[src/rtl/stream_demux_1to4_pkg.sv]
// Shared constants and helpers for the 1-to-4 stream demultiplexer.
package stream_demux_1to4_pkg;

  // Lane count and the width of a lane index.
  localparam int LANES = 4;
  localparam int SEL_W = 2;

  // Values of rr_mode.
  localparam logic MODE_SEL = 1'b0;
  localparam logic MODE_RR  = 1'b1;

  // Bit offset of lane k inside a packed bus of n-bit lanes.
  function automatic int lane_slice(input int k, input int n);
    return k * n;
  endfunction

endpackage

[src/rtl/stream_demux_1to4_lane.sv]
// One-entry lane register with a valid/ready output side.
// A write in the same cycle as a drain wins, so the lane refills
// with no bubble.
module demux_lane_reg #(
  parameter int N = 5
) (
  input  logic         clk,
  input  logic         rst,
  input  logic         wr_en,
  input  logic [N-1:0] wr_data,
  input  logic         rd_ready,
  output logic [N-1:0] q,
  output logic         q_valid
);

  // Data register: loads on write, otherwise holds (not cleared on drain).
  always_ff @(posedge clk or posedge rst) begin
    if (rst) begin
      q <= '0;
    end else if (wr_en) begin
      q <= wr_data;
    end
  end

  // Valid flag: set on write, cleared when the consumer takes the word.
  always_ff @(posedge clk or posedge rst) begin
    if (rst) begin
      q_valid <= 1'b0;
    end else if (wr_en) begin
      q_valid <= 1'b1;
    end else if (q_valid && rd_ready) begin
      q_valid <= 1'b0;
    end
  end

endmodule

[src/rtl/stream_demux_1to4.sv]
// Registered 1-to-4 stream demultiplexer. Each input word is steered to
// one lane, chosen by in_sel or by a round-robin pointer.
// in_ready depends combinationally on out_ready (full-rate refill of a
// draining lane) but never on in_valid.
module stream_demux_1to4
  import stream_demux_1to4_pkg::*;
#(
  parameter int N     = 5,
  parameter int CNT_W = 8
) (
  input  logic               clk,
  input  logic               rst,
  input  logic [N-1:0]       in_data,
  input  logic [SEL_W-1:0]   in_sel,
  input  logic               in_valid,
  output logic               in_ready,
  input  logic               rr_mode,
  output logic [LANES*N-1:0] out_data,
  output logic [LANES-1:0]   out_valid,
  input  logic [LANES-1:0]   out_ready,
  output logic [SEL_W-1:0]   rr_ptr,
  output logic [CNT_W-1:0]   xfer_count
);

  localparam logic [CNT_W-1:0] CNT_MAX = '1;

  logic [SEL_W-1:0] tgt;
  logic             accept;
  logic [LANES-1:0] wr_en;

  // Target lane decode: pointer in round-robin mode, explicit select otherwise.
  always_comb begin
    tgt = (rr_mode == MODE_RR) ? rr_ptr : in_sel;
  end

  // Ready when the target lane is empty or being drained this cycle.
  always_comb begin
    in_ready = ~out_valid[tgt] | out_ready[tgt];
    accept   = in_valid & in_ready;
  end

  // One-hot write enable toward the target lane.
  always_comb begin
    wr_en = '0;
    if (accept) begin
      wr_en[tgt] = 1'b1;
    end
  end

  for (genvar k = 0; k < LANES; k++) begin : g_lane
    demux_lane_reg #(
      .N(N)
    ) u_lane (
      .clk     (clk),
      .rst     (rst),
      .wr_en   (wr_en[k]),
      .wr_data (in_data),
      .rd_ready(out_ready[k]),
      .q       (out_data[lane_slice(k, N) +: N]),
      .q_valid (out_valid[k])
    );
  end

  // Round-robin pointer: advances only on accepts made in round-robin mode.
  always_ff @(posedge clk or posedge rst) begin
    if (rst) begin
      rr_ptr <= '0;
    end else if (accept && (rr_mode == MODE_RR)) begin
      rr_ptr <= rr_ptr + SEL_W'(1);
    end
  end

  // Saturating count of accepted transfers in either mode.
  always_ff @(posedge clk or posedge rst) begin
    if (rst) begin
      xfer_count <= '0;
    end else if (accept && (xfer_count != CNT_MAX)) begin
      xfer_count <= xfer_count + CNT_W'(1);
    end
  end

endmodule
[config.mk]
export PLATFORM = sky130hd
export DESIGN_NAME = stream_demux_1to4
export DESIGN_NICKNAME = d
export VERILOG_FILES = /design/src/rtl/stream_demux_1to4_pkg.sv /design/src/rtl/stream_demux_1to4_lane.sv /design/src/rtl/stream_demux_1to4.sv
export SDC_FILE = /design/constraint.sdc
export NUM_CORES = 1
export LEC_CHECK = 0
export ABC_AREA = 1
export CAP_MARGIN = 40
export CORE_MARGIN = 5
export CORE_UTILIZATION = 46
export DETAILED_ROUTE_END_ITERATION = 8
export PLACE_DENSITY = 0.79
export SYNTH_ARGS = -nofsm -noshare
export SYNTH_HDL_FRONTEND = slang
export SYNTH_HIERARCHICAL = 1
export SYNTH_SLANG_ARGS = --single-unit
[constraint.sdc]
create_clock -name clk -period 2.25 [get_ports clk]
set_input_delay 0.5625 -clock clk [delete_from_list [all_inputs] [get_ports clk]]
set_output_delay 0.5625 -clock clk [all_outputs]
set_load 0.005 [all_outputs]
**Word level (Yosys, flattened, before mapping)**

Cells that the tools add are included.

- Flip-flop bits (word level): 34
- Logic and storage cells: 45
- Output and inout bits: 35
- Bits of input ports: 15

- $lt $le $gt $ge: 2
- Muxes and demuxes: 16
- Reduce and logical (&&, ||, !) cells: 11
- Add/sub/neg operators: 2
- Equality and inequality tests: 1
- Bitwise logic cells: 3

Operators with widths:

| kind | count |
|---|---|
| 1-bit two-way mux | 11 |
| 8-bit by 1-bit adder with 8-bit output (second input constant) | 1 |
| 8-bit != test (second input constant) | 1 |
| 2-bit nonzero test | 4 |
| 1-bit logical AND | 7 |
| 1-bit binary-select mux with 2-bit select | 2 |
| 4-bit two-way mux | 1 |
| 2-bit by 3-bit less-than comparator with 1-bit output (second input constant) | 1 |
| 2-bit by 1-bit adder with 2-bit output (second input constant) | 1 |
| 1-bit demux with 2-bit select | 1 |
| 2-bit by 1-bit >= comparator with 1-bit output (second input constant) | 1 |
| 2-bit two-way mux | 1 |
| 1-bit AND | 1 |
| 1-bit NOT | 1 |
| 1-bit OR | 1 |

**Depth between registers and ports, before layout**

Gate-level depths: netlist of run 1.

- Depth after elaboration: 8
- Mapped depth: 14
- Mapped depth without buffers: 14

**Cells and area by module**

The synthesis of run 1 kept the hierarchy.

Modules (own cells, without submodules):

| module | cells an instance | seq. area each (um^2) | area each (um^2) | times used |
|---|---|---|---|---|
| demux_lane_reg | 26 | 150.1 | 225.2 | 4 |
| stream_demux_1to4 | 103 | 250.2 | 716.9 | 1 |

**Worst setup path before layout of run 1**

Ideal clock, no wire load.

- Path kind: in2reg
- Start point: in in_sel[1]
- End point: reg g_lane[0].u_lane.q[0]
- Stages on the path: 11
- Slack: 0.261 ns
- Buffers on the path: 0
- Arrival time: 1.872 ns
- Required time: 2.133 ns
- Library setup time: 0.117 ns
- Cell sequence: inv_1 > o21ai_1 > inv_2 > nand2_1 > nand2_2 > nand2_4 > nand2_1 > nor3_1 > inv_2 > nand2_1 > nand2_1

- Longest elaborated chain between the ends: 7
- Elaborated cells on any way between the ends: 14
- Those cells by class: 2 x order compare; 8 x mux; 3 x bitwise; 1 x reduce/logical

RTL lines:

| item | line | text |
|---|---|---|
| from (decl) | stream_demux_1to4.sv:14 | `input logic [SEL_W-1:0] in_sel,` |
| 2-bit two-way mux * | stream_demux_1to4.sv:33 | `tgt = (rr_mode == MODE_RR) ? rr_ptr : in_sel;` |
| parallel branches: the longest is 5 deep, another holds 2-bit by 3-bit less-than comparator with 1-bit output | -- |  |
| 4-bit two-way mux * | stream_demux_1to4.sv:45 | `if (accept) begin` |
| net wr_en[0] | stream_demux_1to4.sv:29 | `logic [LANES-1:0] wr_en;` |
| to (signal assigned) | stream_demux_1to4_lane.sv:21 | `q <= wr_data;` |
| to (decl) | stream_demux_1to4_lane.sv:12 | `output logic [N-1:0] q,` |

Mark *: on every way through the listed nets, which the timed path passes. The select of a mux whose other input is x is not followed.
A chain may end at the register's enable or synchronous reset.

**Worst setup path after layout of run 1**

- Start point: in out_ready[2]
- End point: out in_ready

- Longest elaborated chain between the ends: 3

RTL lines:

| item | line | text |
|---|---|---|
| from (decl) | stream_demux_1to4.sv:20 | `input logic [LANES-1:0] out_ready,` |
| 1-bit binary-select mux with 2-bit select | stream_demux_1to4.sv:38 | `in_ready = ~out_valid[tgt] \| out_ready[tgt];` |
| 1-bit two-way mux (implied by the code) | stream_demux_1to4.sv:38 |  |
| 1-bit OR | stream_demux_1to4.sv:38 |  |
| to (decl) | stream_demux_1to4.sv:16 | `output logic in_ready,` |

Every way passes these cells. The select of a mux whose other input is x is not followed.

==> impl_summary.log, run 1 <==
[metrics] number of synthesis warnings: 6
[metrics] CTS HTree Levels: 2
[metrics] Area growth, synth to finish: 46.79%
[metrics] fill cell total of the finished layout: 293
[metrics] Port Buffer Count: 49
[metrics] initial antenna violation count: 0
[metrics] Critical Path End Type: output pin
[metrics] post-synthesis average cell area: 7.815 um2
[metrics] source-to-sink clock delay at the later pin of the worst-skew pair: 0.33 ns
[metrics] Fin Setup TNS: 0 ns
[metrics] clock-pin slew on the worst setup and hold paths: 0.10 ns
[metrics] Hold-fix buffers, CTS: 0
[metrics] placeable core area: 3363 um2
[metrics] min cycle time layout: 2.079 ns
[metrics] # IOs: 50
[metrics] total count of hold-check failures in the final report: 0
[metrics] Synth Register Bits: 34
[metrics] CTS sink count: 34
[metrics] Finished Core Util: 70.61%
[metrics] DR DRC count: 0
[metrics] placer congestion estimate: 0.8718
[metrics] leakage component of the power: 1.274 nW
[metrics] maximum number of pins on one net before global-route repair: 14
[metrics] setup repair after global routing missed its margin: no
[metrics] Routed Antenna Nets: 0
[metrics] hpwl dp: 3070 um
[metrics] hold depth: 2
[metrics] area fraction of the dominant cell type after synthesis: 52.59%
[metrics] IR Drop Worst-Case VDD: 0.6278 mV
[metrics] final routed wirelength across all metal layers: 4183 um
[metrics] TritonCTS Buffers: 5
[metrics] number of distinct library cells after synthesis: 17
[metrics] Via Count: 1593
[metrics] global-route wire length before repair: 7258 um
[metrics] CTS tree: yes
[metrics] period utilisation layout: 92.39%
[metrics] fin. max-slew vios: 0
[metrics] Max Cap Violations: 0
[metrics] cell accounting for the most synthesized area: sky130_fd_sc_hd__dfrtp_1
[metrics] Avg WL per Cell: 12.83 um
[metrics] Power per Cell Area: 1095 nW/um2
[metrics] width of the chip: 69.31 um
[metrics] GRT overflow: 0
[metrics] type of the worst min-delay path: reg2reg
[metrics] overall die height: 69.31 um
[metrics] drt initial violations: 107
[metrics] most used cell, CP: sky130_fd_sc_hd__nand2_1
[metrics] number of antenna diodes: 0
[metrics] measured slew at the worst slew-check pin: 0.3926 ns
[metrics] starting density of the core: 48.10%
[metrics] post-placement cell area: 2255 um2
[metrics] Worst setup SP type: input port
[metrics] proportion of layout cells with a drive suffix above 1: 16.43%
[metrics] final setup violating endpoints: 0
[metrics] logic depth of the worst path, buffers included: 8
[metrics] summed instance area of the synthesized netlist: 1618 um2
[metrics] most frequent cells in the layout: sky130_fd_sc_hd__nand2_1, sky130_fd_sc_hd__clkdlybuf4s50_1, sky130_fd_sc_hd__dfrtp_1, sky130_fd_sc_hd__buf_4, sky130_fd_sc_hd__inv_1
[metrics] root cell of the clock tree: sky130_fd_sc_hd__clkbuf_4
[metrics] row cnt: 21
[metrics] most common library cell in the layout ignoring fill and taps: sky130_fd_sc_hd__nand2_1
[metrics] worst slack on hold paths: 0.4831 ns
[metrics] vias in the first global route: 1603
[metrics] overall routing resource usage: 18.18%
[metrics] data arrival time of the critical path: 1.52 ns
[metrics] Achievable Freq: 0.4811 GHz
[metrics] Rel. slew slack: 73.80%
[metrics] DRT Pass-1 Iters: 4
[metrics] run status: finished clean
[metrics] biggest fanout along the worst timing path: 2
[metrics] number of instances in the synthesized netlist: 207
[metrics] sequential share of the synthesized area: 52.59%
[metrics] Post-Layout Inst Area: 2375 um2
[metrics] die footprint: 4803 um2
[metrics] most area-consuming cells after synthesis: sky130_fd_sc_hd__dfrtp_1, sky130_fd_sc_hd__nand2_1, sky130_fd_sc_hd__inv_1
[metrics] CP peak stage delay: 0.49 ns
[metrics] cell family with the largest share of critical-path delay: buffers and inverters
[metrics] Final Instance Count excl. Fillers: 326
[metrics] Max Clock Skew: 0.008362 ns
[metrics] Bufs and invs on worst path: 3
[metrics] Worst Path Class, Setup: in2out
[metrics] number of nets produced by synthesis: 223
[metrics] Critical Path, Cell by Cell: clkdlybuf4s50_1 -> nand3_1 -> nand2_1 -> nand2_1 -> nand2_1 -> inv_2 -> nand2_4 -> buf_2
[metrics] number of cells on the worst reg-to-reg path: 13
[metrics] total instance count after detailed placement: 314
[metrics] cell with the biggest individual delay on the critical path: sky130_fd_sc_hd__clkdlybuf4s50_1
[metrics] number of nets at the end of the flow: 295
[metrics] Data required, critical path: 1.69 ns
[metrics] vias per std cell: 4.887
[metrics] worst-case clock buffer depth: 2
==> registers in the layout, indices dropped and copies added, names as in the netlist <==
| name | count |
|---|---|
| xfer_count | 8 |
| g_lane.u_lane/q | 20 |
| rr_ptr | 2 |
| g_lane.u_lane/q_valid | 4 |
==> synth_stat cells, drive strengths merged <==
cell and number:
nand2 113, dfrtp 34, inv 23, nand4 10, nand3 9, nor2 4
nor3 4, xnor2 3, xor2 3, buf 2, ha 1, o21ai 1
==> tightest hold or removal path, cell delays in order (launching register included) <==
cell and delay [ns]:
sky130_fd_sc_hd__dfrtp_1 0.36, sky130_fd_sc_hd__nand2_1 0.05, sky130_fd_sc_hd__nand2_1 0.05
==> path summary, 6_finish.rpt <==
path                                                      to                               from  slack (ns)
setup reg to reg           g_lane[3].u_lane/q[1]$_DFFE_PP0P_              rr_ptr[1]$_DFFE_PP0P_        0.29
max in group asynchronous          xfer_count[4]$_DFFE_PP0P_                                rst        1.31
setup / recovery                                    in_ready                       out_ready[2]        0.17
hold / removal             g_lane[1].u_lane/q[2]$_DFFE_PP0P_  g_lane[1].u_lane/q[2]$_DFFE_PP0P_        0.48
min in group asynchronous  g_lane[2].u_lane/q[4]$_DFFE_PP0P_                                rst        0.58
hold reg to reg            g_lane[1].u_lane/q[2]$_DFFE_PP0P_  g_lane[1].u_lane/q[2]$_DFFE_PP0P_        0.48
==> cells by family (layout without fill, tap and decap cells) <==
group,Yosys count,count (layout),synth area share [%]
XOR/XNOR,6,6,3.249
flip-flops,34,34,52.59
adder cells (fa/ha/maj),1,1,0.7733
buffers and inverters,25,98,6.341
AND/OR/NAND/NOR,140,140,36.74
AO/OA/AOI/OAI,1,1,0.3091
==> stage by stage <==
stage | setup WS [ns] | power [mW]
floorplan | 0.2611 | 1.501
CTS | 0.001237 | 2.602
detailed placement | -0.4757 | 2.216
finish | 0.1712 | 2.601
global route | 0.08840 | 2.811
global placement | -0.4628 | 2.184
==> area by class of cell <==
type	instances	area [um2]	share of cell area, %
Clock inverter	1	5.005	0.2107
Sequential cell	34	850.8	35.83
Inverter	23	86.33	3.635
Tap cell	46	57.56	2.424
Clock buffer	7	55.05	2.318
Multi-Input combinational cell	148	699.4	29.45
Timing Repair Buffer	67	620.6	26.13
==> repair_timing <==
| item | in CTS | in global routing |
|---|---|---|
| pin swaps | 4 | 5 |
| gates resized for setup | 8 | 10 |
| buffers inserted | 5 | 0 |
| setup endpoints to repair | 15 | 23 |
==> power breakdown <==
group | internal (mW) | total (mW) | switching [mW]
logic | 0.695 | 1.18 | 0.482
clock network | 0.151 | 0.352 | 0.201
registers | 0.861 | 1.07 | 0.210
total | 1.71 | 2.60 | 0.893
==> routing by layer <==
layer / up-vias / GRT usage, % / share of wire (%)
li1: 780 / - / -
met1: 760 / 23.35 / 43
met2: 51 / 29.24 / 49
met3: 2 / 6.812 / 7.7
met4: 0 / 3.905 / 0.33
met5: - / 0 / 0
Note: power is estimated with default switching activity, not from simulation.
==> run 2, diff against run 1 <==
--- a/config.mk
+++ b/config.mk
@@ -7,11 +7,9 @@
 export LEC_CHECK = 0
 export ABC_AREA = 1
 export CAP_MARGIN = 40
-export CORE_MARGIN = 5
-export CORE_UTILIZATION = 46
+export CORE_UTILIZATION = 47
 export DETAILED_ROUTE_END_ITERATION = 8
 export PLACE_DENSITY = 0.79
 export SYNTH_ARGS = -nofsm -noshare
 export SYNTH_HDL_FRONTEND = slang
-export SYNTH_HIERARCHICAL = 1
 export SYNTH_SLANG_ARGS = --single-unit
==> impl_summary.log, run 2 <==
[metrics] most common library cell in the layout ignoring fill and taps: sky130_fd_sc_hd__nand2_1
[metrics] Max Cap Violations: 0 (unchanged)
[metrics] DR DRC count: 0 (unchanged)
[metrics] row cnt: 21 (unchanged)
[metrics] cell family with the largest share of critical-path delay: buffers and inverters
[metrics] number of synthesis warnings: 0 (-6)
[metrics] most frequent cells in the layout: sky130_fd_sc_hd__nand2_1, sky130_fd_sc_hd__clkdlybuf4s50_1, sky130_fd_sc_hd__dfrtp_1, sky130_fd_sc_hd__nand4_1, sky130_fd_sc_hd__buf_4
[metrics] number of instances in the synthesized netlist: 208 (+0.48%)
[metrics] Area growth, synth to finish: 38.29%
[metrics] summed instance area of the synthesized netlist: 1774 um2 (+9.7%)
[metrics] number of cells on the worst reg-to-reg path: 12 (-1)
[metrics] Finished Core Util: 70.74% (+0.13 points)
[metrics] Most flops, register: g_lane.u_lane.q
[metrics] DRT Pass-1 Iters: 5 (+1)
[metrics] overall routing resource usage: 22.83% (+4.7 points)
[metrics] initial antenna violation count: 0 (unchanged)
[metrics] vias in the first global route: 1529 (-4.6%)
[metrics] period utilisation layout: 96.03% (+3.6 points)
[metrics] CP peak stage delay: 0.46 ns (-0.03 ns)
[metrics] commonest cells in the synthesized netlist: sky130_fd_sc_hd__nand2_1, sky130_fd_sc_hd__dfrtp_1, sky130_fd_sc_hd__nand4_1
[metrics] biggest fanout along the worst timing path: 2 (unchanged)
[metrics] maximum number of pins on one net before global-route repair: 37 (+23)
[metrics] Post-Place Worst Slack: -0.5646 ns (-0.08891 ns)
[metrics] type of the worst min-delay path: reg2reg
[metrics] clock-pin slew on the worst setup and hold paths: 0.06 ns (-0.04 ns)
[metrics] vias per std cell: 5.149 (+5.4%)
[metrics] root cell of the clock tree: sky130_fd_sc_hd__clkbuf_8
[metrics] post-synthesis average cell area: 8.530 um2 (+9.1%)
[metrics] Top FF cell, synth: sky130_fd_sc_hd__dfrtp_1
[metrics] total count of hold-check failures in the final report: 0 (unchanged)
[metrics] reg-to-reg slack, setup: 0.36 ns (+0.07 ns)
[metrics] cell accounting for the most synthesized area: sky130_fd_sc_hd__dfrtp_1
[metrics] overall die height: 63.44 um (-8.5%)
[metrics] number of nets at the end of the flow: 285 (-3.4%)
[metrics] final setup violating endpoints: 0 (unchanged)
[metrics] Bufs and invs on worst path: 2 (-1)
[metrics] fin. max-slew vios: 0 (unchanged)
[metrics] Worst setup SP type: input port
[metrics] Max Clock Skew: 0.004784 ns (-0.003578 ns)
[metrics] source-to-sink clock delay at the later pin of the worst-skew pair: 0.28 ns (-0.05 ns)
[metrics] Achievable Freq: 0.4628 GHz (-3.8%)
[metrics] starting density of the core: 51.15% (+3.1 points)
[metrics] Synth Register Bits: 34 (unchanged)
[metrics] setup repair after global routing missed its margin: no
[metrics] R2R Path Start: rr_ptr[0]$_DFFE_PP0P_
[metrics] global-route wire length before repair: 7093 um (-2.3%)
[metrics] CTS tree: yes
[metrics] Port Buffer Count: 49 (unchanged)
[metrics] endpoint of the worst register-to-register path: xfer_count[1]$_DFFE_PP0P_
[metrics] Final Instance Count excl. Fillers: 316 (-3.1%)
[metrics] hold depth: 2 (unchanged)
[metrics] area fraction of the dominant cell type after synthesis: 47.95% (-4.6 points)
[metrics] Data required, critical path: 1.69 ns (about the same)
[metrics] run status: finished clean
[metrics] Routed Antenna Nets: 0 (unchanged)
[metrics] number of nets produced by synthesis: 224 (+0.45%)
[metrics] number of distinct library cells after synthesis: 20 (+3)
[metrics] hpwl dp: 2891 um (-5.8%)
[metrics] data arrival time of the critical path: 1.60 ns (+0.08 ns)
[metrics] leakage component of the power: 1.220 nW (-4.3%)
[metrics] width of the chip: 63.44 um (-8.5%)
[metrics] ys async rst share: 100.0% (unchanged)
[metrics] Critical Path End Type: output pin
[metrics] sequential share of the synthesized area: 47.95% (-4.6 points)
[metrics] Avg WL per Cell: 13.14 um (+2.4%)
[metrics] IR Drop Worst-Case VDD: 0.6799 mV (+8.3%)
[metrics] Worst Min Path Start: g_lane[2].u_lane.q[1]$_DFFE_PP0P_
[metrics] drt initial violations: 48 (-55%)
[metrics] setup slack after layout: 0.08928 ns (-0.08195 ns)
[metrics] GRT overflow: 0 (unchanged)
[metrics] total instance count after detailed placement: 306 (-2.5%)
[metrics] number of antenna diodes: 0 (unchanged)
[metrics] Worst Path Class, Setup: in2out
[metrics] placeable core area: 3468 um2 (+3.1%)
[metrics] terminating pin of the worst hold path: g_lane[2].u_lane.q[1]$_DFFE_PP0P_
[metrics] most area-consuming cells after synthesis: sky130_fd_sc_hd__dfrtp_1, sky130_fd_sc_hd__nand2_1, sky130_fd_sc_hd__nand4_1
[metrics] Power per Cell Area: 1115 nW/um2 (+1.9%)
[metrics] Design Power: 2.737 mW (+5.2%)
[metrics] Rel. slew slack: 72.07% (-1.7 points)
[metrics] Via Count: 1627 (+2.1%)
[metrics] # IOs: 50 (unchanged)
[metrics] cell with the biggest individual delay on the critical path: sky130_fd_sc_hd__clkdlybuf4s50_1
[metrics] Hold-fix buffers, CTS: 0 (unchanged)
[metrics] cell with the most instances after synthesis: sky130_fd_sc_hd__nand2_1
[metrics] max FFs per register: 20 (unchanged)
[metrics] Critical Path, Cell by Cell: clkdlybuf4s50_1 -> nand3_1 -> nand2_2 -> nor2_4 -> nand2_8 -> clkdlybuf4s15_1
[metrics] CTS HTree Levels: 2 (unchanged)
[metrics] measured slew at the worst slew-check pin: 0.4190 ns (+0.02637 ns)
[metrics] proportion of layout cells with a drive suffix above 1: 17.04% (+0.61 points)
[metrics] count of flip-flops with a built-in enable after synthesis: 0 (unchanged)
[metrics] min cycle time layout: 2.161 ns (+0.08195 ns)
[metrics] worst-case clock buffer depth: 2 (unchanged)
[metrics] largest registers: g_lane.u_lane.q: 20 flops, xfer_count: 8 flops, g_lane.u_lane.q_valid: 4 flops
[metrics] die footprint: 4025 um2 (-16%)
[metrics] placer congestion estimate: 0.7838 (-10%)
[metrics] CTS sink count: 34 (unchanged)
[metrics] final routed wirelength across all metal layers: 4153 um (-0.72%)
[metrics] TritonCTS Buffers: 5 (unchanged)
[run 2: how the worst max path moves through the flow]
stage,startpoint,slack (ns),cells after the start,to
5_1_grt,in_sel[0],0.04,10,in_ready
6_report,out_ready[1],0.09,6,in_ready
2_1_floorplan,rr_mode,0.32,10,in_ready
4_1_cts,out_ready[1],0.0004,6,in_ready
3_5_place_dp,rr_mode,-0.56,10,in_ready
3_3_place_gp,rr_mode,-0.51,10,in_ready
[run 2: cells by family (layout without fill, tap and decap cells)]
| logic type | count (synthesis) | in the layout | share of synthesized area, % |
|---|---|---|---|
| AO/OA/AOI/OAI | 4 | 4 | 1.128 |
| adder cells (fa/ha/maj) | 1 | 1 | 0.7051 |
| AND/OR/NAND/NOR | 139 | 139 | 39.21 |
| flip-flops | 34 | 34 | 47.96 |
| XOR/XNOR | 7 | 7 | 3.456 |
| buffers and inverters | 23 | 85 | 7.545 |
[run 2: layer usage]
layer	vias to the layer above	track usage, %	share of wire [%]
met1	759	29.34	45
met5	-	0	0
li1	810	-	-
met3	9	5.072	4.6
met2	49	37.37	48
met4	0	8.523	2.2
[run 2: worst min-delay path: stages (launching register included)]
cell and delay, ns:
sky130_fd_sc_hd__dfrtp_1 0.34, sky130_fd_sc_hd__nand2_1 0.05, sky130_fd_sc_hd__nand2_1 0.05
[run 2: timing repair]
action                                  4_1_cts  5_1_grt
buffers inserted                              2        0
endpoints found under the hold margin         0        0
endpoints found under the setup margin       30        1
pin swaps                                     2        2
gates resized for setup                       7        5
[run 2: area by class of cell]
cell class,count,area (um2)
clock buffers,7,86.33
inverters,11,43.79
fillers,283,1015
flip-flops and latches,34,850.8
well taps,46,57.56
clock inverters,1,5.005
multi-input cells,151,797.0
repair buffers,66,613.1
[run 2: power by group]
part           switching, mW  total [mW]  leakage, nW  internal (mW)
clock network          0.201       0.448       0.0482          0.246
logic                  0.527        1.23        0.742          0.703
registers              0.199        1.06        0.430          0.860
[run 2: per-stage QoR]
| stage | setup TNS, ns | hold WS [ns] | cell area [um2] |
|---|---|---|---|
| after floorplan | 0 | 0.4654 | 1774 |
| after global placement | -9.356 | 0.4546 | 2345 |
| after detailed placement | -11.30 | 0.4600 | 2345 |
| after CTS | 0 | 0.4770 | 2451 |
| after global routing | 0 | 0.5057 | 2454 |
| final | 0 | 0.4731 | 2454 |
